## src/rtl/al4s3b_wb_initiator_pkg.sv

```systemverilog
// Shared definitions for the fabric Wishbone initiator.
// Holds the initiator state encoding and the Wishbone width constants and
// timeout read value. The fabric register responders use the same constants.
package al4s3b_wb_initiator_pkg;

  localparam int WB_ADR_WIDTH  = 17;
  localparam int WB_DAT_WIDTH  = 32;
  localparam int WB_BSTB_WIDTH = WB_DAT_WIDTH / 8;

  // Read data returned when the responder never acknowledges.
  localparam logic [31:0] WB_TIMEOUT_RD_VALUE = 32'hBADF_ABAC;

  typedef enum logic [1:0] {
    ST_IDLE = 2'd0,
    ST_BUS  = 2'd1,
    ST_RESP = 2'd2
  } wb_init_state_e;

endpackage

```

## src/rtl/al4s3b_wb_timeout_cntr.sv

```systemverilog
// Saturating bus-cycle counter for the Wishbone initiator's ACK timeout.
// Ports:
//   clk_i     - clock
//   rst_n_i   - asynchronous active-low reset
//   clr_i     - synchronous clear, wins over en_i
//   en_i      - count one cycle
//   expired_o - counter holds LIMIT-1; the cycle being sampled is the last one allowed
// LIMIT = 0 disables expiry; the initiator then waits forever.
module al4s3b_wb_timeout_cntr #(
  parameter int LIMIT = 16
) (
  input  logic clk_i,
  input  logic rst_n_i,
  input  logic clr_i,
  input  logic en_i,
  output logic expired_o
);

  // A zero LIMIT would give a zero-width counter, so keep at least one bit.
  localparam int CW = (LIMIT > 0) ? $clog2(LIMIT + 1) : 1;
  localparam logic [CW-1:0] SAT  = CW'(LIMIT);
  localparam logic [CW-1:0] LAST = (LIMIT > 0) ? CW'(LIMIT - 1) : '0;

  logic [CW-1:0] cnt_q, cnt_d;

  always_comb begin
    cnt_d = cnt_q;
    if (clr_i) begin
      cnt_d = '0;
    end else if (en_i && (cnt_q != SAT)) begin
      cnt_d = cnt_q + CW'(1);
    end
  end

  always_ff @(posedge clk_i or negedge rst_n_i) begin
    if (!rst_n_i) begin
      cnt_q <= '0;
    end else begin
      cnt_q <= cnt_d;
    end
  end

  assign expired_o = (LIMIT > 0) && (cnt_q == LAST);

endmodule

```

## src/rtl/al4s3b_wb_initiator.sv

```systemverilog
// Wishbone initiator: turns single commands into Wishbone cycles and returns
// read data or a timeout error.
// Handshake rule for both cmd_* and rsp_*: a transfer happens on a rising
// WB_CLK edge where valid and ready are both high; valid-side payload stays
// stable while valid is high and ready is low.
// Ports:
//   WB_CLK, WB_RST_N          - clock, async active-low reset
//   cmd_valid_i/cmd_ready_o   - command handshake; cmd_we/adr/byte_stb/wdat payload
//   rsp_valid_o/rsp_ready_i   - response handshake; rsp_rdat/rsp_err payload
//   busy_o                    - transaction in BUS or RESP
//   dbg_state_o               - current FSM state
//   WBm_*                     - registered Wishbone initiator signals, DAT_i/ACK_i inputs
module al4s3b_wb_initiator
  import al4s3b_wb_initiator_pkg::*;
#(
  parameter int                    ADR_WIDTH        = WB_ADR_WIDTH,
  parameter int                    DAT_WIDTH        = WB_DAT_WIDTH,
  parameter int                    TIMEOUT_CYCLES   = 16,
  parameter logic [DAT_WIDTH-1:0]  TIMEOUT_RD_VALUE = WB_TIMEOUT_RD_VALUE
) (
  input  logic                   WB_CLK,
  input  logic                   WB_RST_N,
  input  logic                   cmd_valid_i,
  output logic                   cmd_ready_o,
  input  logic                   cmd_we_i,
  input  logic [ADR_WIDTH-1:0]   cmd_adr_i,
  input  logic [DAT_WIDTH/8-1:0] cmd_byte_stb_i,
  input  logic [DAT_WIDTH-1:0]   cmd_wdat_i,
  output logic                   rsp_valid_o,
  input  logic                   rsp_ready_i,
  output logic [DAT_WIDTH-1:0]   rsp_rdat_o,
  output logic                   rsp_err_o,
  output logic                   busy_o,
  output logic [1:0]             dbg_state_o,
  output logic [ADR_WIDTH-1:0]   WBm_ADR_o,
  output logic                   WBm_CYC_o,
  output logic                   WBm_STB_o,
  output logic                   WBm_WE_o,
  output logic                   WBm_RD_o,
  output logic [DAT_WIDTH/8-1:0] WBm_BYTE_STB_o,
  output logic [DAT_WIDTH-1:0]   WBm_DAT_o,
  input  logic [DAT_WIDTH-1:0]   WBm_DAT_i,
  input  logic                   WBm_ACK_i
);

  wb_init_state_e         state_q, state_d;
  logic [ADR_WIDTH-1:0]   adr_q, adr_d;
  logic [DAT_WIDTH/8-1:0] bstb_q, bstb_d;
  logic [DAT_WIDTH-1:0]   wdat_q, wdat_d;
  logic                   cyc_q, cyc_d;
  logic                   we_q, we_d;
  logic                   rd_q, rd_d;
  logic                   rsp_valid_q, rsp_valid_d;
  logic [DAT_WIDTH-1:0]   rsp_rdat_q, rsp_rdat_d;
  logic                   rsp_err_q, rsp_err_d;
  logic                   cnt_clr, cnt_en, cnt_expired;

  al4s3b_wb_timeout_cntr #(
    .LIMIT(TIMEOUT_CYCLES)
  ) u_timeout_cntr (
    .clk_i    (WB_CLK),
    .rst_n_i  (WB_RST_N),
    .clr_i    (cnt_clr),
    .en_i     (cnt_en),
    .expired_o(cnt_expired)
  );

  always_comb begin
    state_d     = state_q;
    adr_d       = adr_q;
    bstb_d      = bstb_q;
    wdat_d      = wdat_q;
    cyc_d       = cyc_q;
    we_d        = we_q;
    rd_d        = rd_q;
    rsp_valid_d = rsp_valid_q;
    rsp_rdat_d  = rsp_rdat_q;
    rsp_err_d   = rsp_err_q;
    cnt_clr     = 1'b0;
    cnt_en      = 1'b0;
    case (state_q)
      ST_IDLE: begin
        if (cmd_valid_i) begin
          adr_d   = cmd_adr_i;
          bstb_d  = cmd_byte_stb_i;
          wdat_d  = cmd_wdat_i;
          we_d    = cmd_we_i;
          rd_d    = ~cmd_we_i;
          cyc_d   = 1'b1;
          cnt_clr = 1'b1;
          state_d = ST_BUS;
        end
      end
      ST_BUS: begin
        // ACK is checked first so an ACK on the expiring cycle still succeeds.
        if (WBm_ACK_i) begin
          cyc_d       = 1'b0;
          we_d        = 1'b0;
          rd_d        = 1'b0;
          rsp_rdat_d  = we_q ? '0 : WBm_DAT_i;
          rsp_err_d   = 1'b0;
          rsp_valid_d = 1'b1;
          state_d     = ST_RESP;
        end else if (cnt_expired) begin
          cyc_d       = 1'b0;
          we_d        = 1'b0;
          rd_d        = 1'b0;
          rsp_rdat_d  = TIMEOUT_RD_VALUE;
          rsp_err_d   = 1'b1;
          rsp_valid_d = 1'b1;
          state_d     = ST_RESP;
        end else begin
          cnt_en = 1'b1;
        end
      end
      ST_RESP: begin
        if (rsp_ready_i) begin
          rsp_valid_d = 1'b0;
          state_d     = ST_IDLE;
        end
      end
      default: state_d = ST_IDLE;
    endcase
  end

  always_ff @(posedge WB_CLK or negedge WB_RST_N) begin
    if (!WB_RST_N) begin
      state_q     <= ST_IDLE;
      adr_q       <= '0;
      bstb_q      <= '0;
      wdat_q      <= '0;
      cyc_q       <= 1'b0;
      we_q        <= 1'b0;
      rd_q        <= 1'b0;
      rsp_valid_q <= 1'b0;
      rsp_rdat_q  <= '0;
      rsp_err_q   <= 1'b0;
    end else begin
      state_q     <= state_d;
      adr_q       <= adr_d;
      bstb_q      <= bstb_d;
      wdat_q      <= wdat_d;
      cyc_q       <= cyc_d;
      we_q        <= we_d;
      rd_q        <= rd_d;
      rsp_valid_q <= rsp_valid_d;
      rsp_rdat_q  <= rsp_rdat_d;
      rsp_err_q   <= rsp_err_d;
    end
  end

  assign cmd_ready_o    = (state_q == ST_IDLE);
  assign busy_o         = (state_q == ST_BUS) || (state_q == ST_RESP);
  assign dbg_state_o    = state_q;
  assign rsp_valid_o    = rsp_valid_q;
  assign rsp_rdat_o     = rsp_rdat_q;
  assign rsp_err_o      = rsp_err_q;
  assign WBm_ADR_o      = adr_q;
  assign WBm_CYC_o      = cyc_q;
  assign WBm_STB_o      = cyc_q;
  assign WBm_WE_o       = we_q;
  assign WBm_RD_o       = rd_q;
  assign WBm_BYTE_STB_o = bstb_q;
  assign WBm_DAT_o      = wdat_q;

endmodule
```

## config.mk

```make
export PLATFORM = sky130hd
export DESIGN_NAME = al4s3b_wb_initiator
export DESIGN_NICKNAME = d
export VERILOG_FILES = /design/src/rtl/al4s3b_wb_initiator_pkg.sv /design/src/rtl/al4s3b_wb_timeout_cntr.sv /design/src/rtl/al4s3b_wb_initiator.sv
export SDC_FILE = /design/constraint.sdc
export NUM_CORES = 1
export LEC_CHECK = 0
export BUFFER_PORTS_ARGS = -buffer_cell sky130_fd_sc_hd__buf_4
export CAP_MARGIN = 20
export CORE_ASPECT_RATIO = 0.75
export CORE_UTILIZATION = 50
export CTS_BUF_LIST = sky130_fd_sc_hd__clkbuf_8 sky130_fd_sc_hd__clkbuf_16
export CTS_CLUSTER_DIAMETER = 30
export DETAILED_ROUTE_END_ITERATION = 8
export PLACE_DENSITY = 0.87
export SLEW_MARGIN = 10
export SYNTH_ARGS = -nofsm -noshare
export SYNTH_HDL_FRONTEND = slang
export SYNTH_SLANG_ARGS = --single-unit
```

## constraint.sdc

```tcl
create_clock -name WB_CLK -period 3.25 [get_ports WB_CLK]
set_clock_uncertainty 0.05 [all_clocks]
set_input_delay 0.1625 -clock WB_CLK [delete_from_list [all_inputs] [get_ports WB_CLK]]
set_output_delay 0.1625 -clock WB_CLK [all_outputs]
set_load 0.01 [all_outputs]
```

* Word level (Yosys, flattened, before mapping) *
Index checks and enable logic that the tools add are counted.
Widths: inputs -> output; s select.

cells by class
  bitwise logic cells = 1
  equal/unequal tests = 7
  reduce and logical (&&, ||, !) cells = 12
  add/subtract/negate cells = 1
  mux-type cells = 28

operator list
  cell                 number
  $mux 32              3
  $mux 1               14
  $mux 5               2
  $reduce_and 3->1     3
  $mux 2               4
  $pmux 1 s2           4
  $reduce_bool 2->1    4
  $pmux 2 s3           1
  $add 5x1->5 const B  1
  $eq 5x4->1 const B   1
  $ne 5x5->1 const B   1
  $ne 2x2->1 const B   2
  $reduce_and 2->1     2
  $ne 3x3->1 const B   1
  $eq 2x1->1 const B   1
  $eq 2x2->1 const B   1
  $logic_not 2->1      1
  $logic_and 1x1->1    1
  $logic_or 1x1->1     1
  $not 1->1            1

storage, ports and cells
  register bits after elaboration = 97
  output and inout bits = 95
  word-level logic and storage cells = 60
  input port bits = 91

* Logic depth before layout (Yosys ltp) *
Gate-level depths: netlist of the first run.

  depth in word-level cells = 7
  gate-level depth with buffers = 8
  mapped depth without buffers = 6

* By module *
A second synthesis of the first run with hierarchy kept.

unflattened totals
  cells, all modules = 323
  area total of the unflattened synthesis = 4041.4 um^2

modules (own cells, without submodules)
  module                  instances  cells each  area an instance (um^2)  sequential area each (um^2)
  al4s3b_wb_initiator     1          294         3741.1                   2302.2
  al4s3b_wb_timeout_cntr  1          29          300.3                    125.1

* Least setup slack after synthesis of the first run *
OpenSTA, ideal clock, no wires.

  path type = flip-flop to flip-flop
  start = register u_timeout_cntr.cnt_q[0]
  end = register u_timeout_cntr.cnt_q[3]
  required time = 3122 ps
  cell stages (with the launch flop) = 8
  buffers on the path = 1
  arrival = 1915 ps
  setup time = 78 ps
  setup slack = 1207 ps
  clock period less this slack = 2043 ps
  cell sequence = dfrtp_1 > ha_1 > and3_1 > ha_1 > or3b_1 > clkbuf_2 > or3_1 > a21oi_1

between the ends
  longest elaborated chain between the ends = 6
  elaborated cells between the ends (all ways) = 10
  classes of those cells = 1 x add/sub; 2 x eq/ne; 5 x mux; 2 x reduce/logical

RTL lines
  what                                line                          RTL
  start: declaration                  al4s3b_wb_timeout_cntr.sv:24  logic [CW-1:0] cnt_q, cnt_d;
  start signal: assignment            al4s3b_wb_timeout_cntr.sv:39  cnt_q <= cnt_d;
  $eq 5x4->1                          al4s3b_wb_timeout_cntr.sv:43  assign expired_o = (LIMIT > 0) && (cnt_q == LAST);
  $mux 1                              al4s3b_wb_initiator.sv:104    end else if (cnt_expired) begin
  $mux 1                              al4s3b_wb_initiator.sv:96     if (WBm_ACK_i) begin
  $mux 1                              al4s3b_wb_initiator.sv:81     case (state_q)
  $logic_and 1x1->1                   al4s3b_wb_timeout_cntr.sv:30  end else if (en_i && (cnt_q != SAT)) begin
  $reduce_bool 2->1 (no source line)  -

Parallel ways exist; a longest one is shown, timed or not. The select of a mux whose other input is x is not followed.
A chain may end at the register's enable or synchronous reset.

* Final worst setup path of the first run *
Ends and elaborated chain as after synthesis.

==> flow_summary.yaml, run 1 <==
floorplan:
  fp.dieH_um: 79.4
  die_x_um: 105
  design.die.area_um2: 8360
  io_pins: 186
  coreArea_um2: 7530
  initial_core_util: 0.531
  num_rows: 27
setup_path:
  crit_buf_inv: 0
  arrival_ns: 2.43
  r2r_cells: 6
  crit_type: "reg -> reg"
  slowest_delay_ns: 0.50
  cp_slowest_cell: "or3b_1"
  start_kind: "flop"
  crit_top_cell: "ha_1"
  critPathCaptureType: "flop"
  path_depth: 6
  critPathRequiredTime_ns: 3.49
  cp_top_family: "simple AND/OR/NAND/NOR gates"
  cp_cell_sequence: "ha_1 -> and3_1 -> ha_1 -> or3b_1 -> or3_1 -> a21oi_1"
  cp_max_fo: 8
power:
  p_leak_nw: 3.31
  p_per_area_nw_per_um2: 872
  ir_drop_mv: 0.496
clock_network:
  insertion_delay_ns: 0.36
  cts_buffers: 9
  cts_buffer_depth: 2
  post_cts.repair.setup_buffers: 0
  htreeDepth: 3
  cts_tree: "done"
  clkSlewWorstSetupHoldPaths_ns: 0.10
  clock_sinks: 97
  clockRootBuffer: "clkbuf_8"
timing:
  min_period_over_period: 0.673
  whs_ns: 0.0199
  final-max-slew-violation-count: 0
  max_freq_mhz: 457
  hold_viol: 0
  setup_viol: 0
  maxSlewHeadroom: 0.307
  tns_ns: 0
  grt_setup_unrepaired: "false"
  worst_slew_pin_slew_ns: 1.04
  period_needed_ns: 2.19
routing:
  drtIter0Drc: 261
  drt_pass1_iterations: 5
  drc: 0
  route.vias.total: 4032
  vias_per_cell: 5.19
  wl_per_cell_um: 16.5
  finalWirelength_mm: 12.8
  ant_nets: 0
global_routing:
  grt_pass1_wl_mm: 20.1
  grt_antenna_before_repair: 0
  grt_max_degree: 57
  grt_overflow: 0
  grt_pass1_vias: 4084
  track_usage: 0.313
final_layout:
  n_antenna_cell: 0
  layout_commonest_cell: "buf_4"
  design_area_um2: 6280
  final_cell_mix: "190 x buf_4, 184 x nand2_1, 97 x dfrtp_1"
  drive_gt1_frac: 0.308
  area_growth_pct: 57.1
  fill_cells: 435
  nNetsFinal: 768
synth:
  ys_seq_area_frac: 0.607
  synth_top_area_share: 0.607
  synth.avg_cell_area_um2: 9.21
  yosys-top-cells-area: "dfrtp_1 61%, nand2_1 17%, nand2b_1 3.6%"
  synth_warnings: 0
  synth_top_cell_by_area: "dfrtp_1"
  netlist_area_um2: 4000
  ys_types: 32
  synth_seq_cells: 97
  syn_inst: 434
  syn-num-nets: 531
placed_design:
  placed_area_um2: 5430
  hpwl_mm: 7.22
  gp_congestion: 0.776
  place.port_buffers: 185
hold_path:
  min_path_type: "in -> reg"
  min_path_cells: 3
status:
  status: "completed"
job:
  maxCapViolCount: 0
-- worst paths after layout --
path                            slack (ns)                 endpoint               startpoint
worst max-delay path                  1.06  u_timeout_cntr.cnt_q[3]  u_timeout_cntr.cnt_q[0]
worst min-delay path                  0.02           rsp_rdat_o[13]            WBm_DAT_i[13]
worst max register to register        1.06  u_timeout_cntr.cnt_q[3]  u_timeout_cntr.cnt_q[0]
worst min register to register        0.43           rsp_rdat_o[12]           rsp_rdat_o[12]
max in group asynchronous             2.08            rsp_rdat_o[7]                 WB_RST_N
min in group asynchronous             0.24           rsp_rdat_o[28]                 WB_RST_N
-- cell usage after synthesis (all sizes together) --
library cell	instances
nand4	1
o21a	1
a221oi	1
a22oi	1
mux2i	1
nor2b	1
o21ai	4
nand2	185
nor3b	2
o31ai	1
nor2	24
dfrtp	97
ha	6
and2	1
a31oi	21
a21oi	3
clkbuf	24
buf	5
o2bb2ai	3
a2bb2oi	1
or3	1
or4bb	1
nand2b	23
a32o	3
nand3	14
or3b	1
nor4bb	1
inv	6
and3	1
-- per-layer routing --
metal  routed length (µm)  share of wire  global-route usage
met5                    0              0                   0
met4                  372          0.029               0.131
met3                  881          0.069              0.0629
met2                 6590           0.52               0.567
met1                 4940           0.39               0.368
-- sequential cells by signal (all words and copies together), names as in the netlist --
name	cells
WBm_BYTE_STB_o	4
WBm_CYC_o	1
WBm_ADR_o	17
WBm_WE_o	1
WBm_DAT_o	32
WBm_RD_o	1
rsp_err_o	1
rsp_valid_o	1
u_timeout_cntr.cnt_q	5
dbg_state_o	2
rsp_rdat_o	32
-- per-stage QoR --
stage               utilization  instances  worst slack [ns]  power (mW)
CTS                       0.830        776             0.918        5.37
detailed placement        0.721        696             0.930        4.59
global route              0.834        777             0.894        5.81
floorplan                     -        434              1.21        3.33
finish                    0.834        777              1.06        5.47
global placement          0.721        696              1.07        4.47
-- timing repair --
item,4_1_cts,5_1_grt
resized for setup,0,0
hold buffers,64,0
setup endpoints to repair,0,0
hold endpoints to repair,97,0
-- power by group --
part	leakage (nW)	internal [mW]	switching [mW]
combinational	2.03	1.23	1.37
clock	0.0899	0.300	0.424
sequential	1.19	1.76	0.391
total	3.31	3.29	2.18
-- cells by family (layout without fill, tap and decap cells) --
| group | Yosys count | in the layout | share of synthesized area |
|---|---|---|---|
| AOI/OAI and AO/OA | 39 | 39 | 0.0657 |
| adders and majority gates | 6 | 6 | 0.0188 |
| buffers and inverters | 35 | 277 | 0.0369 |
| DFF | 97 | 97 | 0.607 |
| muxes | 1 | 1 | 0.00250 |
| and+or+nand+nor | 256 | 256 | 0.269 |
-- layout make-up --
class                      count  area [µm²]  area share
inverter                       6        22.5     0.00359
timing repair buffer         255        2090       0.334
sequential                    97        2430       0.387
tap                          101         126      0.0201
multi-input combinational    302        1430       0.227
clock inverter                 6        45.0     0.00717
clock buffer                  10         138      0.0219
-- worst reg2reg max path: cells and delay by family (launching register included) --
| family | cells | cell delay (ns) |
|---|---|---|
| AND/OR/NAND/NOR | 3 | 1.08 |
| adder cells (fa/ha/maj) | 2 | 0.45 |
| flip-flops | 1 | 0.42 |
| AO/OA/AOI/OAI | 1 | 0.14 |
Note: power is estimated with default switching activity, not from simulation.
==> inputs of run 2 (changes only) <==
--- a/config.mk
+++ b/config.mk
@@ -8,11 +8,11 @@
 export BUFFER_PORTS_ARGS = -buffer_cell sky130_fd_sc_hd__buf_4
 export CAP_MARGIN = 20
 export CORE_ASPECT_RATIO = 0.75
-export CORE_UTILIZATION = 50
+export CORE_UTILIZATION = 46
 export CTS_BUF_LIST = sky130_fd_sc_hd__clkbuf_8 sky130_fd_sc_hd__clkbuf_16
 export CTS_CLUSTER_DIAMETER = 30
 export DETAILED_ROUTE_END_ITERATION = 8
-export PLACE_DENSITY = 0.87
+export PLACE_DENSITY = 0.81
 export SLEW_MARGIN = 10
 export SYNTH_ARGS = -nofsm -noshare
 export SYNTH_HDL_FRONTEND = slang
==> constraint.sdc (replaced) <==
create_clock -name WB_CLK -period 2.1 [get_ports WB_CLK]
set_clock_uncertainty 0.05 [all_clocks]
set_input_delay 0.105 -clock WB_CLK [delete_from_list [all_inputs] [get_ports WB_CLK]]
set_output_delay 0.105 -clock WB_CLK [all_outputs]
set_load 0.01 [all_outputs]
==> run 2 against run 1 <==
Largest power group unchanged. Sequential power increased by 51%. Global-route usage decreased by 4.8 points. Worst setup slack got worse by 0.95 ns. Critical endpoint unchanged.
==> flow_summary.yaml, run 2 (synthesis gave the netlist of run 1 again) <==
routing:
  drtIter0Drc: 234
  drt_pass1_iterations: 4
  drc: 0
  ant_nets: 0
  route.vias.total: 4076
  finalWirelength_mm: 12.1
  vias_per_cell: 5.04
  wl_per_cell_um: 15.0
hold_path:
  min_path_type: "in -> reg"
clock_network:
  htreeDepth: 3
  insertion_delay_ns: 0.34
  cts_buffer_depth: 2
  cts_buffers: 9
  clkSlewWorstSetupHoldPaths_ns: 0.06
  clock_sinks: 97
  clockRootBuffer: "clkbuf_16"
  cts_tree: "done"
job:
  maxCapViolCount: 0
timing:
  maxSlewHeadroom: 0.490
  setup_viol: 0
  min_period_over_period: 0.947
  period_needed_ns: 1.99
  final-max-slew-violation-count: 0
  hold_viol: 0
  whs_ns: 0.0261
  fin_ws_ns: 0.111
  worst_slew_pin_slew_ns: 0.763
  max_freq_mhz: 503
  grt_setup_unrepaired: "false"
global_routing:
  grt_overflow: 0
  met1_usage: 0.307
  busiest_layer: "met2"
  grt_max_degree: 55
  track_usage: 0.266
  grt_use_met3: 0.0651
  grt_pass1_wl_mm: 18.1
  grt_pass1_vias: 3943
  grt_antenna_before_repair: 0
  use_met2: 0.462
floorplan:
  coreArea_um2: 8450
  initial_core_util: 0.473
  design.die.area_um2: 9070
  num_rows: 29
  io_pins: 186
  fp.dieH_um: 82.7
  die_x_um: 110
power:
  p_per_area_nw_per_um2: 1350
  switching_share: 0.369
  p_comb_frac: 0.461
  pwr-share-seq: 0.361
  p_leak_nw: 3.49
  pwr-share-clk: 0.177
  p_switching_mw: 3.33
  ir_drop_mv: 0.892
  intPower_mw: 5.68
final_layout:
  design_area_um2: 6670
  post-route-util: 0.789
  n_antenna_cell: 0
  layout_commonest_cell: "buf_4"
  area_growth_pct: 66.9
  final_cell_mix: "194 x buf_4, 184 x nand2_1, 97 x dfrtp_1"
  drive_gt1_frac: 0.308
  nNetsFinal: 795
  fin_cells: 809
placed_design:
  place.port_buffers: 185
  hpwl_mm: 7.18
  dp.cells: 709
  gp_congestion: 0.763
  placed_area_um2: 5520
  post-place-ws_ns: -0.00834
setup_path:
  slowest_delay_ns: 0.40
  start_kind: "flop"
  crit_top_cell: "ha_2"
  cp_slowest_cell: "dfrtp_1"
  critPathCaptureType: "flop"
  cp_cell_sequence: "ha_2 -> and3_1 -> ha_2 -> or3b_4 -> or3_1 -> a21oi_1"
  cp_max_fo: 4
  arrival_ns: 2.21
  critPathRequiredTime_ns: 2.32
  crit_type: "reg -> reg"
status:
  status: "completed"
-- run 2: path summary, 6_finish.rpt --
path / depth (start not counted) / from / to / slack, ns
worst min-delay path: 3 / WBm_DAT_i[31] / rsp_rdat_o[31] / 0.03
max in group asynchronous: 3 / WB_RST_N / WBm_BYTE_STB_o[0] / 1.05
worst max-delay path: 6 / u_timeout_cntr.cnt_q[0] / u_timeout_cntr.cnt_q[3] / 0.11
worst max register to register: 6 / u_timeout_cntr.cnt_q[0] / u_timeout_cntr.cnt_q[3] / 0.11
min in group asynchronous: 2 / WB_RST_N / rsp_rdat_o[22] / 0.26
worst min register to register: 2 / rsp_rdat_o[0] / rsp_rdat_o[0] / 0.43
-- run 2: metrics by stage --
stage | power, mW | setup TNS, ns
global placement | 7.04 | 0
detailed placement | 7.20 | -0.00834
global route | 9.60 | 0
finish | 9.00 | 0
floorplan | 5.16 | 0
CTS | 8.95 | 0
-- run 2: repair_timing --
action | 4_1_cts | 5_1_grt
setup buffers | 0 | 1
hold endpoints to repair | 127 | 0
endpoints found under the setup margin | 1 | 5
hold buffers | 85 | 0
resized for setup | 1 | 2
-- run 2: final cells by class --
cell class	count	area (µm²)
clock buffer	10	239
clock inverter	4	45.0
fill	523	1780
inverter	6	22.5
multi-input combinational	302	1430
sequential	97	2430
tap	108	135
timing repair buffer	282	2370
-- run 2: critical path, delay by kind of cell, from the launching register on --
kind	cells	cell delay, ns
and+or+nand+nor	3	0.93
DFF	1	0.40
adders and majority gates	2	0.40
AOI/OAI and AO/OA	1	0.14
-- run 2: routing by layer --
layer  vias up  share of wire
met5         -              0
met4         0          0.031
met3        39          0.062
met2       161           0.50
met1      1967           0.41
li1       1909              -
-- run 2: power by group through the flow --
stage | clock [mW] | sequential (mW) | combinational [mW]
6_report | 1.59 | 3.25 | 4.16
5_1_grt | 1.69 | 3.35 | 4.56
4_1_cts | 1.63 | 3.23 | 4.08
3_5_place_dp | 0 | 3.25 | 3.95
3_3_place_gp | 0 | 3.21 | 3.83
2_1_floorplan | 0 | 3.59 | 1.57
==> inputs of run 3 (changes only) <==
--- a/config.mk
+++ b/config.mk
@@ -5,6 +5,7 @@
 export SDC_FILE = /design/constraint.sdc
 export NUM_CORES = 1
 export LEC_CHECK = 0
+export ABC_AREA = 1
 export BUFFER_PORTS_ARGS = -buffer_cell sky130_fd_sc_hd__buf_4
 export CAP_MARGIN = 20
 export CORE_ASPECT_RATIO = 0.75
==> run 3 against run 2 <==
Worst setup slack better by 0.042 ns. Non-clock buffer count is 7 lower. Flip-flop and latch count stayed put. Final cell count is 2.3% higher. Critical path depth is 4 higher. Combinational power is 4% lower. First-iteration DRC count is 44% higher. Register-to-register slack better by 0.04 ns. Sequential share of layout area is 0.25 points higher. Synthesized cell count is 3.9% higher. Die area is 0.37% lower. Wire length is 7.7% higher. Critical endpoint unchanged.
==> flow_summary.yaml, run 3 <==
synth:
  syn_inst: 451
  synth_warnings: 0
  synthAdderAreaFrac: 0.0189
  netlist_top_cells_count: "202 x nand2_1, 97 x dfrtp_1, 47 x nor2_1, 24 x a21oi_1, 19 x nand3_1"
  synth_top_cell_by_area: "dfrtp_1"
  ys_seq_area_frac: 0.609
  synth_top_area_share: 0.609
  synth-simple-area-share: 0.282
  synth_top_family_by_area: "simple AND/OR/NAND/NOR gates"
  yosys_most_used_dff: "dfrtp_1"
  ys_types: 21
  yosys-top-cells-area: "dfrtp_1 61%, nand2_1 19%, nor2_1 4.4%"
  synth_xor_xnor_area_share: 0
  synthMuxAreaShare: 0
  ys_async_sr_fraction: 1.00
  netlist_area_um2: 3980
  syn-num-nets: 548
  synth.most_common_cell: "nand2_1"
  synth-compound-area-share: 0.0396
  synth_seq_cells: 97
  synth.avg_cell_area_um2: 8.83
  synth_edf_count: 0
placed_design:
  gp_congestion: 0.811
  hpwl_mm: 7.20
  placed_area_um2: 5440
  place.port_buffers: 185
routing:
  drt_pass1_iterations: 5
  ant_nets: 0
  route.vias.total: 4116
  drtIter0Drc: 336
  wl_per_cell_um: 15.7
  vias_per_cell: 4.97
  drc: 0
  finalWirelength_mm: 13.0
global_routing:
  grt_overflow: 0
  track_usage: 0.288
  grt_max_degree: 50
  grt_pass1_wl_mm: 19.4
  grt_pass1_vias: 3964
  grt_antenna_before_repair: 1
floorplan:
  design.die.area_um2: 9040
  num_rows: 28
  fp.dieH_um: 82.6
  io_pins: 186
  coreArea_um2: 8130
  initial_core_util: 0.490
  die_x_um: 109
clock_network:
  cts_buffers: 9
  clock_sinks: 97
  cts_buffer_depth: 2
  post_cts.repair.setup_buffers: 0
  clockRootBuffer: "clkbuf_16"
  clkSlewWorstSetupHoldPaths_ns: 0.06
  insertion_delay_ns: 0.33
  htreeDepth: 3
  cts_tree: "done"
power:
  p_per_area_nw_per_um2: 1370
  p_leak_nw: 3.57
  ir_drop_mv: 0.816
setup_path:
  crit_type: "reg -> reg"
  arrival_ns: 2.17
  critPathCaptureType: "flop"
  start_kind: "flop"
  critPathRequiredTime_ns: 2.32
  cp_max_fo: 5
status:
  status: "completed"
final_layout:
  nNetsFinal: 814
  drive_gt1_frac: 0.302
  area_growth_pct: 66.4
  final_cell_mix: "201 x nand2_1, 189 x buf_4, 97 x dfrtp_1"
  fill_cells: 462
  design_area_um2: 6630
  layout_commonest_cell: "nand2_1"
timing:
  maxSlewHeadroom: 0.520
  tns_ns: 0
  period_needed_ns: 1.95
  final-max-slew-violation-count: 0
  grt_setup_unrepaired: "false"
  worst_slew_pin_slew_ns: 0.717
  min_period_over_period: 0.927
  setup_viol: 0
  max_freq_mhz: 514
  hold_viol: 0
job:
  maxCapViolCount: 0
hold_path:
  min_path_type: "in -> reg"
[run 3: cell types whose count changed in the layout (fill, tap and decap cells not counted), moves of 3 or more]
cell       delta
clkinv_2      -3
inv_1         +8
nand2b_1     -23
nand4_1       +3
buf_4         -5
a32o_1        -3
nand2_1      +17
a21oi_1      +21
o2bb2ai_1     -3
nand3_1       +5
nor2_1       +23
inv_2         +4
a31oi_1      -21
[run 3: worst max-delay path, stage by stage, from the launching register on]
cell	delay, ns
dfrtp_1	0.42
ha_1	0.25
and3_1	0.20
ha_1	0.22
nor2_4	0.25
nand2_4	0.10
inv_2	0.11
nand2_2	0.09
nand2_1	0.09
nand2_1	0.06
nand2_1	0.05
[run 3: worst paths after layout]
path | start | cells after the start | slack, ns | endpoint
setup / recovery | u_timeout_cntr.cnt_q[0] | 10 | 0.15 | u_timeout_cntr.cnt_q[3]
hold / removal | WBm_DAT_i[20] | 3 | 0.01 | rsp_rdat_o[20]
setup reg to reg | u_timeout_cntr.cnt_q[0] | 10 | 0.15 | u_timeout_cntr.cnt_q[3]
hold reg to reg | WBm_DAT_o[28] | 2 | 0.43 | WBm_DAT_o[28]
max in group asynchronous | WB_RST_N | 3 | 1.08 | rsp_rdat_o[23]
min in group asynchronous | WB_RST_N | 2 | 0.28 | WBm_DAT_o[21]
[run 3: cell type report]
class	count	area, µm²	area share
antenna	1	2.50	0.000378
clock buffer	11	253	0.0381
clock inverter	5	78.8	0.0119
inverter	17	63.8	0.00963
multi-input combinational	317	1370	0.207
sequential	97	2430	0.366
tap	105	131	0.0198
timing repair buffer	275	2300	0.347
[run 3: cells by family after synthesis]
| logic type | count (synthesis) |
|---|---|
| simple gates | 279 |
| flops | 97 |
| buf+inv | 38 |
| compound gates | 31 |
| fa+ha+maj | 6 |
[run 3: layer usage]
metal | GRT usage | part of all wire
met2 | 0.496 | 0.48
met3 | 0.0691 | 0.085
met1 | 0.347 | 0.40
met4 | 0.128 | 0.029
met5 | 0 | 0
[run 3: metrics by stage]
step | util | power (mW) | hold WS (ns) | std cells | setup slack, ns
after floorplan | - | 5.13 | -0.241 | 451 | 0.392
after global placement | 0.669 | 6.91 | 0.108 | 726 | 0.275
after detailed placement | 0.669 | 7.02 | 0.115 | 726 | 0.133
after CTS | 0.813 | 8.96 | 0.00187 | 826 | 0.123
after global routing | 0.815 | 9.67 | 0.0254 | 828 | 0.0124
final | 0.815 | 9.09 | 0.0112 | 828 | 0.153
[run 3: repair_timing]
action	in CTS	in global routing
hold buffers	84	0
gates resized for setup	0	1
setup endpoints to repair	0	11
hold endpoints to repair	130	0
[run 3: where the power goes]
group | switching (mW) | internal (mW) | total [mW]
Combinational | 2.14 | 1.85 | 3.99
Sequential | 0.586 | 2.75 | 3.33
Clock | 0.664 | 1.10 | 1.77
